## src/rtl/ama_riscv_if_id_queue_if.sv

```systemverilog
// Fetch-to-decode queue bus: fetch push side, decode pop side, pre-decoded immediate controls.
// master = fetch/decode environment, slave = the queue.
interface ama_riscv_if_id_queue_if #(
  parameter int DEPTH = 2
);
  logic                      flush;
  logic                      in_valid;
  logic                      in_ready;
  logic [31:0]               in_inst;
  logic [31:0]               in_pc;
  logic                      out_valid;
  logic                      out_ready;
  logic [31:0]               out_inst;
  logic [31:0]               out_pc;
  logic [24:0]               ig_in;
  logic [3:0]                ig_sel;
  logic                      ig_en;
  logic                      out_illegal;
  logic [$clog2(DEPTH):0]    count;

  modport master (
    output flush, in_valid, in_inst, in_pc, out_ready,
    input  in_ready, out_valid, out_inst, out_pc, ig_in, ig_sel, ig_en, out_illegal, count
  );

  modport slave (
    input  flush, in_valid, in_inst, in_pc, out_ready,
    output in_ready, out_valid, out_inst, out_pc, ig_in, ig_sel, ig_en, out_illegal, count
  );
endinterface

```

## src/rtl/ama_riscv_if_id_queue.sv

```systemverilog
// IF/ID instruction queue: circular buffer that stores each instruction with its PC and
// its immediate format, decoded once at push so decode sees it straight from storage.
module ama_riscv_if_id_queue #(
  parameter int DEPTH = 2
) (
  input  logic                   clk,
  input  logic                   rst,
  ama_riscv_if_id_queue_if.slave q
);
  localparam int PTR_W = $clog2(DEPTH);
  localparam int CNT_W = PTR_W + 1;
  localparam logic [CNT_W-1:0] DEPTH_C = CNT_W'(DEPTH);

  localparam logic [3:0]  IG_I_TYPE = 4'd0;
  localparam logic [3:0]  IG_S_TYPE = 4'd1;
  localparam logic [3:0]  IG_B_TYPE = 4'd2;
  localparam logic [3:0]  IG_J_TYPE = 4'd3;
  localparam logic [3:0]  IG_U_TYPE = 4'd4;
  localparam logic [31:0] NOP_INST  = 32'h0000_0013;

  typedef struct packed {
    logic [3:0] sel;
    logic       en;
    logic       illegal;
  } predec_t;

  // Full 7-bit opcode match, so inst[1:0] != 2'b11 also falls into the illegal default.
  function automatic predec_t predecode(input logic [6:0] opcode);
    predec_t d;
    d.sel     = IG_I_TYPE;
    d.en      = 1'b0;
    d.illegal = 1'b0;
    case (opcode)
      7'b0000011, 7'b0010011, 7'b1100111, 7'b1110011: d.en = 1'b1;
      7'b0100011: begin d.sel = IG_S_TYPE; d.en = 1'b1; end
      7'b1100011: begin d.sel = IG_B_TYPE; d.en = 1'b1; end
      7'b1101111: begin d.sel = IG_J_TYPE; d.en = 1'b1; end
      7'b0110111, 7'b0010111: begin d.sel = IG_U_TYPE; d.en = 1'b1; end
      7'b0110011, 7'b0001111: d.en = 1'b0;
      default: d.illegal = 1'b1;
    endcase
    return d;
  endfunction

  logic [31:0]      inst_mem_r [DEPTH];
  logic [31:0]      pc_mem_r   [DEPTH];
  predec_t          dec_mem_r  [DEPTH];
  logic [PTR_W-1:0] wptr_r;
  logic [PTR_W-1:0] rptr_r;
  logic [CNT_W-1:0] count_r;

  logic             out_valid_s;
  logic             push_s;
  logic             pop_s;
  logic [31:0]      out_inst_s;
  logic [31:0]      out_pc_s;
  predec_t          out_dec_s;

  // in_ready looks only at occupancy and reset, never at out_ready.
  assign out_valid_s = (count_r != {CNT_W{1'b0}});
  assign q.in_ready  = !rst && (count_r < DEPTH_C);
  assign push_s      = q.in_valid && q.in_ready;
  assign pop_s       = out_valid_s && q.out_ready;

  // Pointer and occupancy update; flush wins over any same-cycle push or pop.
  always_ff @(posedge clk or posedge rst) begin
    if (rst) begin
      wptr_r  <= {PTR_W{1'b0}};
      rptr_r  <= {PTR_W{1'b0}};
      count_r <= {CNT_W{1'b0}};
    end else if (q.flush) begin
      wptr_r  <= {PTR_W{1'b0}};
      rptr_r  <= {PTR_W{1'b0}};
      count_r <= {CNT_W{1'b0}};
    end else begin
      if (push_s) wptr_r <= wptr_r + PTR_W'(1);
      if (pop_s)  rptr_r <= rptr_r + PTR_W'(1);
      case ({push_s, pop_s})
        2'b10:   count_r <= count_r + CNT_W'(1);
        2'b01:   count_r <= count_r - CNT_W'(1);
        default: count_r <= count_r;
      endcase
    end
  end

  // Entry storage; contents survive flush and reset, only the pointers are cleared.
  always_ff @(posedge clk) begin
    if (push_s && !q.flush) begin
      inst_mem_r[wptr_r] <= q.in_inst;
      pc_mem_r[wptr_r]   <= q.in_pc;
      dec_mem_r[wptr_r]  <= predecode(q.in_inst[6:0]);
    end
  end

  // Head selection, with NOP defaults whenever the queue is empty.
  always_comb begin
    out_inst_s        = NOP_INST;
    out_pc_s          = 32'h0000_0000;
    out_dec_s.sel     = IG_I_TYPE;
    out_dec_s.en      = 1'b0;
    out_dec_s.illegal = 1'b0;
    if (out_valid_s) begin
      out_inst_s = inst_mem_r[rptr_r];
      out_pc_s   = pc_mem_r[rptr_r];
      out_dec_s  = dec_mem_r[rptr_r];
    end else begin
      out_inst_s = NOP_INST;
    end
  end

  assign q.out_valid   = out_valid_s;
  assign q.out_inst    = out_inst_s;
  assign q.out_pc      = out_pc_s;
  assign q.ig_in       = out_inst_s[31:7];
  assign q.ig_sel      = out_dec_s.sel;
  assign q.ig_en       = out_dec_s.en;
  assign q.out_illegal = out_dec_s.illegal;
  assign q.count       = count_r;
endmodule

```

## src/flat_wrapper.sv

```systemverilog
// flat-port wrapper written by rule: the top's interface ports become plain ports
module ama_riscv_if_id_queue_flat 
#(
  parameter int DEPTH = 2
)
  (clk, rst, q_flush, q_in_valid, q_in_inst, q_in_pc, q_out_ready, q_in_ready, q_out_valid, q_out_inst, q_out_pc, q_ig_in, q_ig_sel, q_ig_en, q_out_illegal, q_count);
  ama_riscv_if_id_queue_if #(.DEPTH(DEPTH)) q_i ();
  input  logic clk;
  input  logic rst;
  input wire logic [$bits(q_i.flush)-1:0] q_flush;
  input wire logic [$bits(q_i.in_valid)-1:0] q_in_valid;
  input wire logic [$bits(q_i.in_inst)-1:0] q_in_inst;
  input wire logic [$bits(q_i.in_pc)-1:0] q_in_pc;
  input wire logic [$bits(q_i.out_ready)-1:0] q_out_ready;
  output wire logic [$bits(q_i.in_ready)-1:0] q_in_ready;
  output wire logic [$bits(q_i.out_valid)-1:0] q_out_valid;
  output wire logic [$bits(q_i.out_inst)-1:0] q_out_inst;
  output wire logic [$bits(q_i.out_pc)-1:0] q_out_pc;
  output wire logic [$bits(q_i.ig_in)-1:0] q_ig_in;
  output wire logic [$bits(q_i.ig_sel)-1:0] q_ig_sel;
  output wire logic [$bits(q_i.ig_en)-1:0] q_ig_en;
  output wire logic [$bits(q_i.out_illegal)-1:0] q_out_illegal;
  output wire logic [$bits(q_i.count)-1:0] q_count;
  assign q_i.flush = q_flush;
  assign q_i.in_valid = q_in_valid;
  assign q_i.in_inst = q_in_inst;
  assign q_i.in_pc = q_in_pc;
  assign q_i.out_ready = q_out_ready;
  assign q_in_ready = q_i.in_ready;
  assign q_out_valid = q_i.out_valid;
  assign q_out_inst = q_i.out_inst;
  assign q_out_pc = q_i.out_pc;
  assign q_ig_in = q_i.ig_in;
  assign q_ig_sel = q_i.ig_sel;
  assign q_ig_en = q_i.ig_en;
  assign q_out_illegal = q_i.out_illegal;
  assign q_count = q_i.count;
  ama_riscv_if_id_queue #(.DEPTH(DEPTH)) u_core (.clk(clk), .rst(rst), .q(q_i));
endmodule
```

## config.mk

```make
export PLATFORM = sky130hd
export DESIGN_NAME = ama_riscv_if_id_queue_flat
export DESIGN_NICKNAME = d
export VERILOG_FILES = /design/src/rtl/ama_riscv_if_id_queue_if.sv /design/src/rtl/ama_riscv_if_id_queue.sv /design/src/flat_wrapper.sv
export SDC_FILE = /design/constraint.sdc
export NUM_CORES = 1
export LEC_CHECK = 0
export ABC_AREA = 1
export CAP_MARGIN = 0
export CORE_MARGIN = 1
export CORE_UTILIZATION = 35
export CTS_CLUSTER_DIAMETER = 150
export CTS_CLUSTER_SIZE = 14
export DETAILED_ROUTE_END_ITERATION = 6
export PLACE_DENSITY = 0.6
export RECOVER_POWER = 100
export SLEW_MARGIN = 10
export SYNTH_ARGS = -nofsm -noshare
export SYNTH_HDL_FRONTEND = slang
export SYNTH_SLANG_ARGS = --single-unit
```

## constraint.sdc

```tcl
create_clock -name clk -period 5.24 [get_ports clk]
set_clock_uncertainty 0.15 [all_clocks]
set_input_delay 1.048 -clock clk [delete_from_list [all_inputs] [get_ports clk]]
set_output_delay 1.048 -clock clk [all_outputs]
set_load 0.01 [all_outputs]
```

Word level (Yosys, flattened, before mapping):

Memories as Yosys holds them, arrays and structs flattened.
Index checks and enable logic that the tools add are counted.

* memories: 3
* bits in latches: 0
* flip-flop bits (word level): 4
* ROM bits: 0
* memory bits (writable): 140
* output and inout bits: 99
* logic and storage cells: 54

* multiplexer cells: 17
* add/subtract/negate cells: 4
* divide/modulo/power cells: 0
* $mul: 0
* magnitude comparators: 1
* bitwise logic cells: 0
* reductions and logical operators: 13
* shift operators: 0
* equality and inequality tests: 13

Memories
* u_core.inst_mem_r: depth 2, bits a word 32, read ports 1, clocked after memory_dff 0, wr ports 1, line ama_riscv_if_id_queue.sv:45 `logic [31:0] inst_mem_r [DEPTH];`
* u_core.pc_mem_r: depth 2, bits a word 32, read ports 1, clocked after memory_dff 0, wr ports 1, line ama_riscv_if_id_queue.sv:46 `logic [31:0] pc_mem_r [DEPTH];`
* u_core.dec_mem_r: depth 2, bits a word 6, read ports 1, clocked after memory_dff 0, wr ports 1, line ama_riscv_if_id_queue.sv:47 `predec_t dec_mem_r [DEPTH];`

Operator list (count)
* 2-to-1 mux 32 bit: 2
* == test 7 bit (second input constant): 4
* == test 7 x 6 -> 1 bit (second input constant): 3
* == test 7 x 5 -> 1 bit (second input constant): 2
* one-hot mux 3 bit (4 select lines): 1
* OR reduction 11 bit: 1
* 2-to-1 mux 1 bit: 10
* OR reduction 9 bit: 1
* == test 7 x 2 -> 1 bit (second input constant): 1
* == test 7 x 4 -> 1 bit (second input constant): 1
* 2-to-1 mux 6 bit: 1
* nonzero test 2 bit: 3
* logical AND 1 bit: 4
* 2-to-1 mux 4 bit: 1
* one-hot mux 2 bit (2 select lines): 1
* nonzero test 3 bit: 1
* adder 1 bit (second input constant): 2
* adder 2 x 1 -> 2 bit (second input constant): 1
* == test 2 x 1 -> 1 bit (second input constant): 1
* == test 2 bit (second input constant): 1
* zero test 1 bit: 2
* less-than comparator 2 bit (second input constant): 1
* 2-to-1 mux 2 bit: 1
* OR reduction 2 bit: 1
* subtractor 2 x 1 -> 2 bit (second input constant): 1

Depth between registers and ports, before layout:

Gate-level depths: netlist of run 1.

* word-level depth: 6
* mapped depth: 8
* depth with buffers taken out: 8

Worst setup path after synthesis of run 1:

No wires, ideal clock.

* path kind: input -> register
* start: input rst
* end: memory u_core.dec_mem_r[0][0] (netlist name), enable pin
* slack: 0.170 ns
* data required time: 4.594 ns
* library setup time: 0.496 ns
* cell stages on the path: 5
* arrival time: 4.424 ns
* cells stage by stage: inv_1 -> nand2_1 -> nor2_4 -> nand2_1 -> nor2_1

* cells in the longest elaborated chain, start to end: 6

RTL lines
* from (decl): line flat_wrapper.sv:9 `input logic rst;`
* zero test 1 bit: line ama_riscv_if_id_queue.sv:61 `assign q.in_ready = !rst && (count_r < DEPTH_C);`
* logical AND 1 bit: line ama_riscv_if_id_queue.sv:61
* logical AND 1 bit: line ama_riscv_if_id_queue.sv:62 `assign push_s = q.in_valid && q.in_ready;`
* logical AND 1 bit: line ama_riscv_if_id_queue.sv:88 `if (push_s && !q.flush) begin`
* 2-to-1 mux 1 bit: line ama_riscv_if_id_queue.sv:88
* 2-to-1 mux 1 bit (implied by the code): line ama_riscv_if_id_queue.sv:91 `dec_mem_r[wptr_r] <= predecode(q.in_inst[6:0]);`
* to (decl): line ama_riscv_if_id_queue.sv:47

No other way between the ends.

Worst setup path in the final report of run 1:

* start: register u_core.rptr_r
* end: output q_ig_in[18]

* cells in the longest elaborated chain, start to end: 2

RTL lines
* from (decl): line ama_riscv_if_id_queue.sv:49 `logic [PTR_W-1:0] rptr_r;`
* from (signal assigned): line ama_riscv_if_id_queue.sv:69 `rptr_r <= {PTR_W{1'b0}};`
* from (signal assigned): line ama_riscv_if_id_queue.sv:73 `rptr_r <= {PTR_W{1'b0}};`
* from (signal assigned): line ama_riscv_if_id_queue.sv:77 `if (pop_s) rptr_r <= rptr_r + PTR_W'(1);`
* memory read (2 x 32 bit)
* 2-to-1 mux 32 bit: line ama_riscv_if_id_queue.sv:102 `if (out_valid_s) begin`
* to (decl): line flat_wrapper.sv:19 `output wire logic [$bits(q_i.ig_in)-1:0] q_ig_in;`

No other way between the ends.

==> impl_results.md, run 1 <==
* Critical Path End: q_ig_in[18]
* Most frequent cells in the layout: nand2_1, dlygate4sd3_1, edfxtp_1
* Global-route wire length before repair at 20.6 mm
* Total vias in the final route at 3948
* Worst Tran Pin Value at 1900 ps
* RSZ-0062 raised after global routing: false
* Ys Warns at 0
* Layout cells sized above 1 at 10.9%
* Pwr dens at 434 nW/um2
* Fin. Hold Viols at 0
* Critical path class: flop to primary output
* Place WS at 1630 ps
* Hpwl dp at 8.18 mm
* DR WL/cell at 15.2 um
* Sequential area share after synthesis at 71.2%
* P&R area growth vs syn at 37.1%
* Tcrit/Tclk final at 83.6%
* Total GRT Usage at 15.6%
* Commonest non-fill, non-tap cell in the layout: nand2_1
* CP Capture Type: primary output
* Via density at 4.62
* Clock transition at the registers of the reported paths at 50 ps
* Residual DRC at 0
* Max clock buf depth at 2
* Synthesized net count at 547
* Ports at 168
* RR Endpoint: u_core.pc_mem_r[0][24]$_DFFE_PP_
* Number of synthesized register bits at 142
* Final Setup Violations at 0
* Violated checks: max-capacitance violations, max-slew violations
* Post-route setup TNS at 0 ps
* DP Area at 7610 um2
* Fillers at 1459
* Final WL at 13.0 mm
* GPL Wtd Cong at 0.777
* Startpoint Class: flop
* Final hold slack at 415 ps
* Max Cap Viol at 2
* Crit path max fanout at 36
* I/O Buffers at 166
* Initial antenna violation count at 1
* Period minus WS final at 4380 ps
* Reg2Reg Setup Slack at 2030 ps
* Critical Path Start: u_core.rptr_r$_DFFE_PP0P_
* Maximum VDD drop at 203 uV
* Vias in the first global route at 4054
* Synthesized cell area at 5960 um2
* Sink Count at 142
* CTS Buf Count at 17
* Final Slew Violations at 140
* Largest net degree at the start of global routing at 70
* Core Region at 16600 um2
* Number of DRC markers in iteration 0 at 217
* Netlist cell types at 20
* Run status: finished with violations
* GRT Residual Overflow at 0
* Final net count at 690
* CTS Root Cell: clkbuf_16
* Critical path arrival at 3180 ps
* Clock H-tree levels at 4
* Initial Utilization at 35.9%
* Synth Instances at 478
* Die width at 132 um
* Worst r2r src: u_core.q.count[1]$_DFFE_PP0P_
* DRT antenna net count at 0
* Cts repair resizes at 0
* TritonCTS clock tree: built
* PnR worst setup slack at 859 ps
* CTS Hold Bufs at 0
* Fmax at 228 MHz
* Worst skew pair latency at 410 ps
* Slew HR at -26.9%
* Pre-antenna DRT Iters at 4
* Hold Path Depth at 1
* Avg Inst Size Synth at 12.5 um2
* Crit path required time at 4040 ps
* Final Instance Area at 8170 um2
* # rows at 47
* LEAKAGE at 3.10 nW
* Worst hold path type: flop to flop
* Post-CTS Setup Inserts at 0
* Full die area at 17500 um2
* Die Ht at 132 um
* Reg2reg path depth at 6
[cell usage after synthesis]
| library cell | n | area, um2 |
|---|---|---|
| o21ai_1 | 1 | 5.00 |
| buf_4 | 29 | 218 |
| a21oi_1 | 34 | 170 |
| nand4_1 | 2 | 12.5 |
| nand3_1 | 15 | 75.1 |
| nand2_1 | 161 | 604 |
| dfrtp_1 | 4 | 100 |
| nor2_2 | 1 | 6.26 |
| nand2_4 | 3 | 33.8 |
| nand3_2 | 2 | 20.0 |
| nor2_4 | 2 | 22.5 |
| o21ai_0 | 3 | 15.0 |
| inv_2 | 4 | 15.0 |
| buf_2 | 14 | 70.1 |
| edfxtp_1 | 138 | 4140 |
| nor2_1 | 14 | 52.6 |
| inv_1 | 12 | 45.0 |
| a21oi_2 | 33 | 289 |
| buf_6 | 5 | 56.3 |
| conb_1 | 1 | 3.75 |
[critical path, stage by stage (launching register included)]
cell           delay, ps
dfrtp_2              390
inv_1                850
buf_4                530
nand2_1               90
a21oi_1              230
dlygate4sd3_1        660
[cell families after synthesis]
logic type	Yosys count	synth area share [%]
simple gates	200	13.9
flops	142	71.2
compound gates	71	8.04
buf+inv	64	6.78
other cells	1	0.0629
[sequential cells by signal, indices dropped and copies added (netlist names)]
name	count
u_core.q.count	2
u_core.rptr_r	1
u_core.inst_mem_r	64
u_core.pc_mem_r	64
u_core.wptr_r	1
u_core.dec_mem_r	10
[routing by layer]
layer | vias up | GRT usage [%] | part of all wire, %
met4 | 2 | 7.60 | 1.8
met2 | 119 | 27.1 | 51
met3 | 18 | 4.21 | 5.7
met1 | 1903 | 17.7 | 41
met5 | - | 0 | 0.10
li1 | 1906 | - | -
[stage by stage]
stage | total power, mW | utilization (%) | instances
after CTS | 3.69 | 49.5 | 854
after global routing | 3.72 | 49.2 | 854
after detailed placement | 2.47 | 45.9 | 822
final | 3.55 | 49.3 | 855
after floorplan | 1.96 | - | 478
after global placement | 2.45 | 45.9 | 822
[worst min path at each step]
stage / from / to / slack, ps
after floorplan: u_core.wptr_r$_DFFE_PP0P_ / u_core.wptr_r$_DFFE_PP0P_ / 320
after global placement: u_core.wptr_r$_DFFE_PP0P_ / u_core.wptr_r$_DFFE_PP0P_ / 390
after detailed placement: u_core.wptr_r$_DFFE_PP0P_ / u_core.wptr_r$_DFFE_PP0P_ / 410
after CTS: u_core.wptr_r$_DFFE_PP0P_ / u_core.wptr_r$_DFFE_PP0P_ / 420
after global routing: u_core.wptr_r$_DFFE_PP0P_ / u_core.wptr_r$_DFFE_PP0P_ / 440
final: u_core.wptr_r$_DFFE_PP0P_ / u_core.wptr_r$_DFFE_PP0P_ / 410
[final cells by class]
cell class              count  area [um2]  share of cell area [%]
multi-input cells         272        1280                    15.7
flip-flops and latches    142        4250                    52.0
inverters                  16        60.1                   0.735
well taps                 220         275                    3.37
repair buffers            172        1700                    20.8
clock inverters            13         171                    2.10
diodes                      1        2.50                  0.0306
clock buffers              19         433                    5.30
[power breakdown]
part / internal, mW / switching (mW)
clock: 0.789 / 0.433
sequential: 1.30 / 0.0201
combinational: 0.443 / 0.563
total: 2.53 / 1.02
No activity file was read; power rests on OpenSTA's default activity.
==> inputs of run 2 (changes only) <==
==> constraint.sdc (replaced) <==
create_clock -name clk -period 4.4 [get_ports clk]
set_clock_uncertainty 0.15 [all_clocks]
set_input_delay 0.88 -clock clk [delete_from_list [all_inputs] [get_ports clk]]
set_output_delay 0.88 -clock clk [all_outputs]
set_load 0.01 [all_outputs]
==> run 2 against run 1 <==
  * The run still ends with max-capacitance violations, max-slew violations left
  * Die area unchanged
  * Count of clock-buffer cells in the layout down 2
  * Power up 24%
  * First-iteration DRC count up 1.8%
  * Final cell count up 0.12%
  * Critical path type is now input pin to flop
  * Critical endpoint is now u_core.pc_mem_r[0][23]$_DFFE_PP_
  * Highest routed layer unchanged
==> impl_results.md, run 2 (synthesis gave the netlist of run 1 again) <==
* Run status: finished with violations (unchanged)
* Violated checks: max-capacitance violations, max-slew violations (unchanged)
* Largest stage delay on the critical path at 1370 ps (was 850 ps)
* Worst r2r src: u_core.q.count[1]$_DFFE_PP0P_ (unchanged)
* Vias in the first global route at 3997 (was 4054)
* Met3 routed WL at 606 um (was 738 um)
* Fin. Hold Viols at 0 (unchanged)
* Max Cap Viol at 2 (unchanged)
* Most common cell on crit path: nand2_1
* Crit path required time at 4240 ps (was 4040 ps)
* Worst path slowest cell: clkbuf_2 (was inv_1)
* Hpwl dp at 7.93 mm (was 8.18 mm)
* Worst skew pair latency at 410 ps (about the same)
* Ports at 168 (unchanged)
* Period minus WS final at 3790 ps
* Post-CTS Setup Inserts at 0 (unchanged)
* Final Setup Violations at 0 (unchanged)
* GRT Residual Overflow at 0 (unchanged)
* TritonCTS clock tree: built (unchanged)
* LEAKAGE at 3.14 nW (was 3.10 nW)
* Full die area at 17500 um2 (unchanged)
* Fmax at 264 MHz
* Critical path, cell by cell: dlygate4sd3_1, inv_1, nand2_1, nor2_1, nand2_1, nor2_4, clkbuf_2 (was inv_1, buf_4, nand2_1, a21oi_1, dlygate4sd3_1)
* CTS Buf Count at 17 (unchanged)
* Place WS at 1140 ps (was 1630 ps)
* Critical path class: input pin to flop (was flop to primary output)
* Via density at 4.62 (about the same)
* Sink Count at 142 (unchanged)
* Crit path max fanout at 69 (was 36)
* Largest net degree at the start of global routing at 70 (unchanged)
* Core Region at 16600 um2 (unchanged)
* Number of DRC markers in iteration 0 at 221 (was 217)
* Die Ht at 132 um (unchanged)
* PnR worst setup slack at 605 ps (was 859 ps)
* Max clock buf depth at 2 (unchanged)
* Pre-antenna DRT Iters at 5 (was 4)
* Hold Crit Start: u_core.wptr_r$_DFFE_PP0P_ (unchanged)
* Final Slew Violations at 140 (unchanged)
* Clock H-tree levels at 4 (unchanged)
* Global-route wire length before repair at 20.4 mm (was 20.6 mm)
* Final net count at 690 (unchanged)
* GPL Wtd Cong at 0.755 (was 0.777)
* Total vias in the final route at 3953 (was 3948)
* Pwr dens at 530 nW/um2 (was 434 nW/um2)
* Initial antenna violation count at 2 (was 1)
* Initial Utilization at 35.9% (unchanged)
* Met1 wire length at 5.44 mm (was 5.41 mm)
* Residual DRC at 0 (unchanged)
* Worst hold path type: flop to flop (unchanged)
* # rows at 47 (unchanged)
* P&R area growth vs syn at 38.7% (was 37.1%)
* I/O Buffers at 166 (unchanged)
* Final WL at 12.9 mm (was 13.0 mm)
* Commonest non-fill, non-tap cell in the layout: nand2_1 (unchanged)
* CP Capture Type: flop (was primary output)
* Startpoint Class: input pin (was flop)
* Largest regs: u_core.inst_mem_r (64), u_core.pc_mem_r (64), u_core.dec_mem_r (10) (unchanged)
* RSZ-0062 raised after global routing: false (unchanged)
* CTS Root Cell: clkbuf_16 (unchanged)
* Top Metal Used: met5 (unchanged)
* Critical path arrival at 3640 ps (was 3180 ps)
* Maximum VDD drop at 366 uV (was 203 uV)
* CTS Hold Bufs at 0 (unchanged)
* WL met2 at 6.72 mm (was 6.64 mm)
* Tcrit/Tclk final at 86.2%
* Die width at 132 um (unchanged)
* Layout cells sized above 1 at 11.7% (was 10.9%)
* Most frequent cells in the layout: nand2_1, dlygate4sd3_1, edfxtp_1 (unchanged)
* Critical Path Start: rst (was u_core.rptr_r$_DFFE_PP0P_)
* Cts repair resizes at 0 (unchanged)
* Fillers at 1465 (was 1459)
* Worst Tran Pin Value at 1910 ps (was 1900 ps)
* Final Power at 4.39 mW (was 3.55 mW)
* Slew HR at -27.1% (was -26.9%)
* DR WL/cell at 15.1 um (was 15.2 um)
* Total GRT Usage at 15.4% (was 15.6%)
* Clock transition at the registers of the reported paths at 50 ps (about the same)
* DRT antenna net count at 0 (unchanged)
run 2: cell type report:
type | instances | area (um2) | area share [%]
sequential | 142 | 4250 | 51.4
clock inverter | 14 | 246 | 2.98
multi-input combinational | 272 | 1290 | 15.6
clock buffer | 17 | 425 | 5.15
tap | 220 | 275 | 3.33
inverter | 16 | 60.1 | 0.727
antenna | 3 | 7.51 | 0.0908
timing repair buffer | 172 | 1710 | 20.7
run 2: path summary, 6_finish.rpt:
path,to,slack (ps),depth (start not counted)
worst max-delay path,u_core.pc_mem_r[0][23]$_DFFE_PP_,610,7
worst min-delay path,u_core.wptr_r$_DFFE_PP0P_,440,1
worst max register to register,u_core.pc_mem_r[0][23]$_DFFE_PP_,1230,6
worst min register to register,u_core.wptr_r$_DFFE_PP0P_,440,1
max in group asynchronous,u_core.rptr_r$_DFFE_PP0P_,3230,2
min in group asynchronous,u_core.q.count[1]$_DFFE_PP0P_,670,2
run 2: power by group:
part | switching, mW | internal [mW] | total, mW
Sequential | 0.0252 | 1.55 | 1.57
Combinational | 0.659 | 0.531 | 1.19
Clock | 0.515 | 1.11 | 1.62
Total | 1.20 | 3.19 | 4.39
run 2: per-stage QoR:
step	hold WS, ps	cells	TNS (ps)	util, %	area [um2]
after CTS	414	853	0	50.2	8320
final	443	856	0	49.8	8270
after floorplan	318	478	-69290	-	5960
after detailed placement	405	822	0	46.1	7650
after global routing	497	853	0	49.8	8260
after global placement	391	822	0	46.1	7650
run 2: worst max-delay path, delay by kind of cell:
family	cells	cell delay, ps
buf+inv	3	2080
simple gates	4	620
run 2: per-layer routing:
| metal | vias up | GRT usage (%) |
|---|---|---|
| met4 | 2 | 5.75 |
| li1 | 1908 | - |
| met3 | 10 | 4.21 |
| met5 | - | 0 |
| met2 | 114 | 26.9 |
| met1 | 1919 | 18.0 |
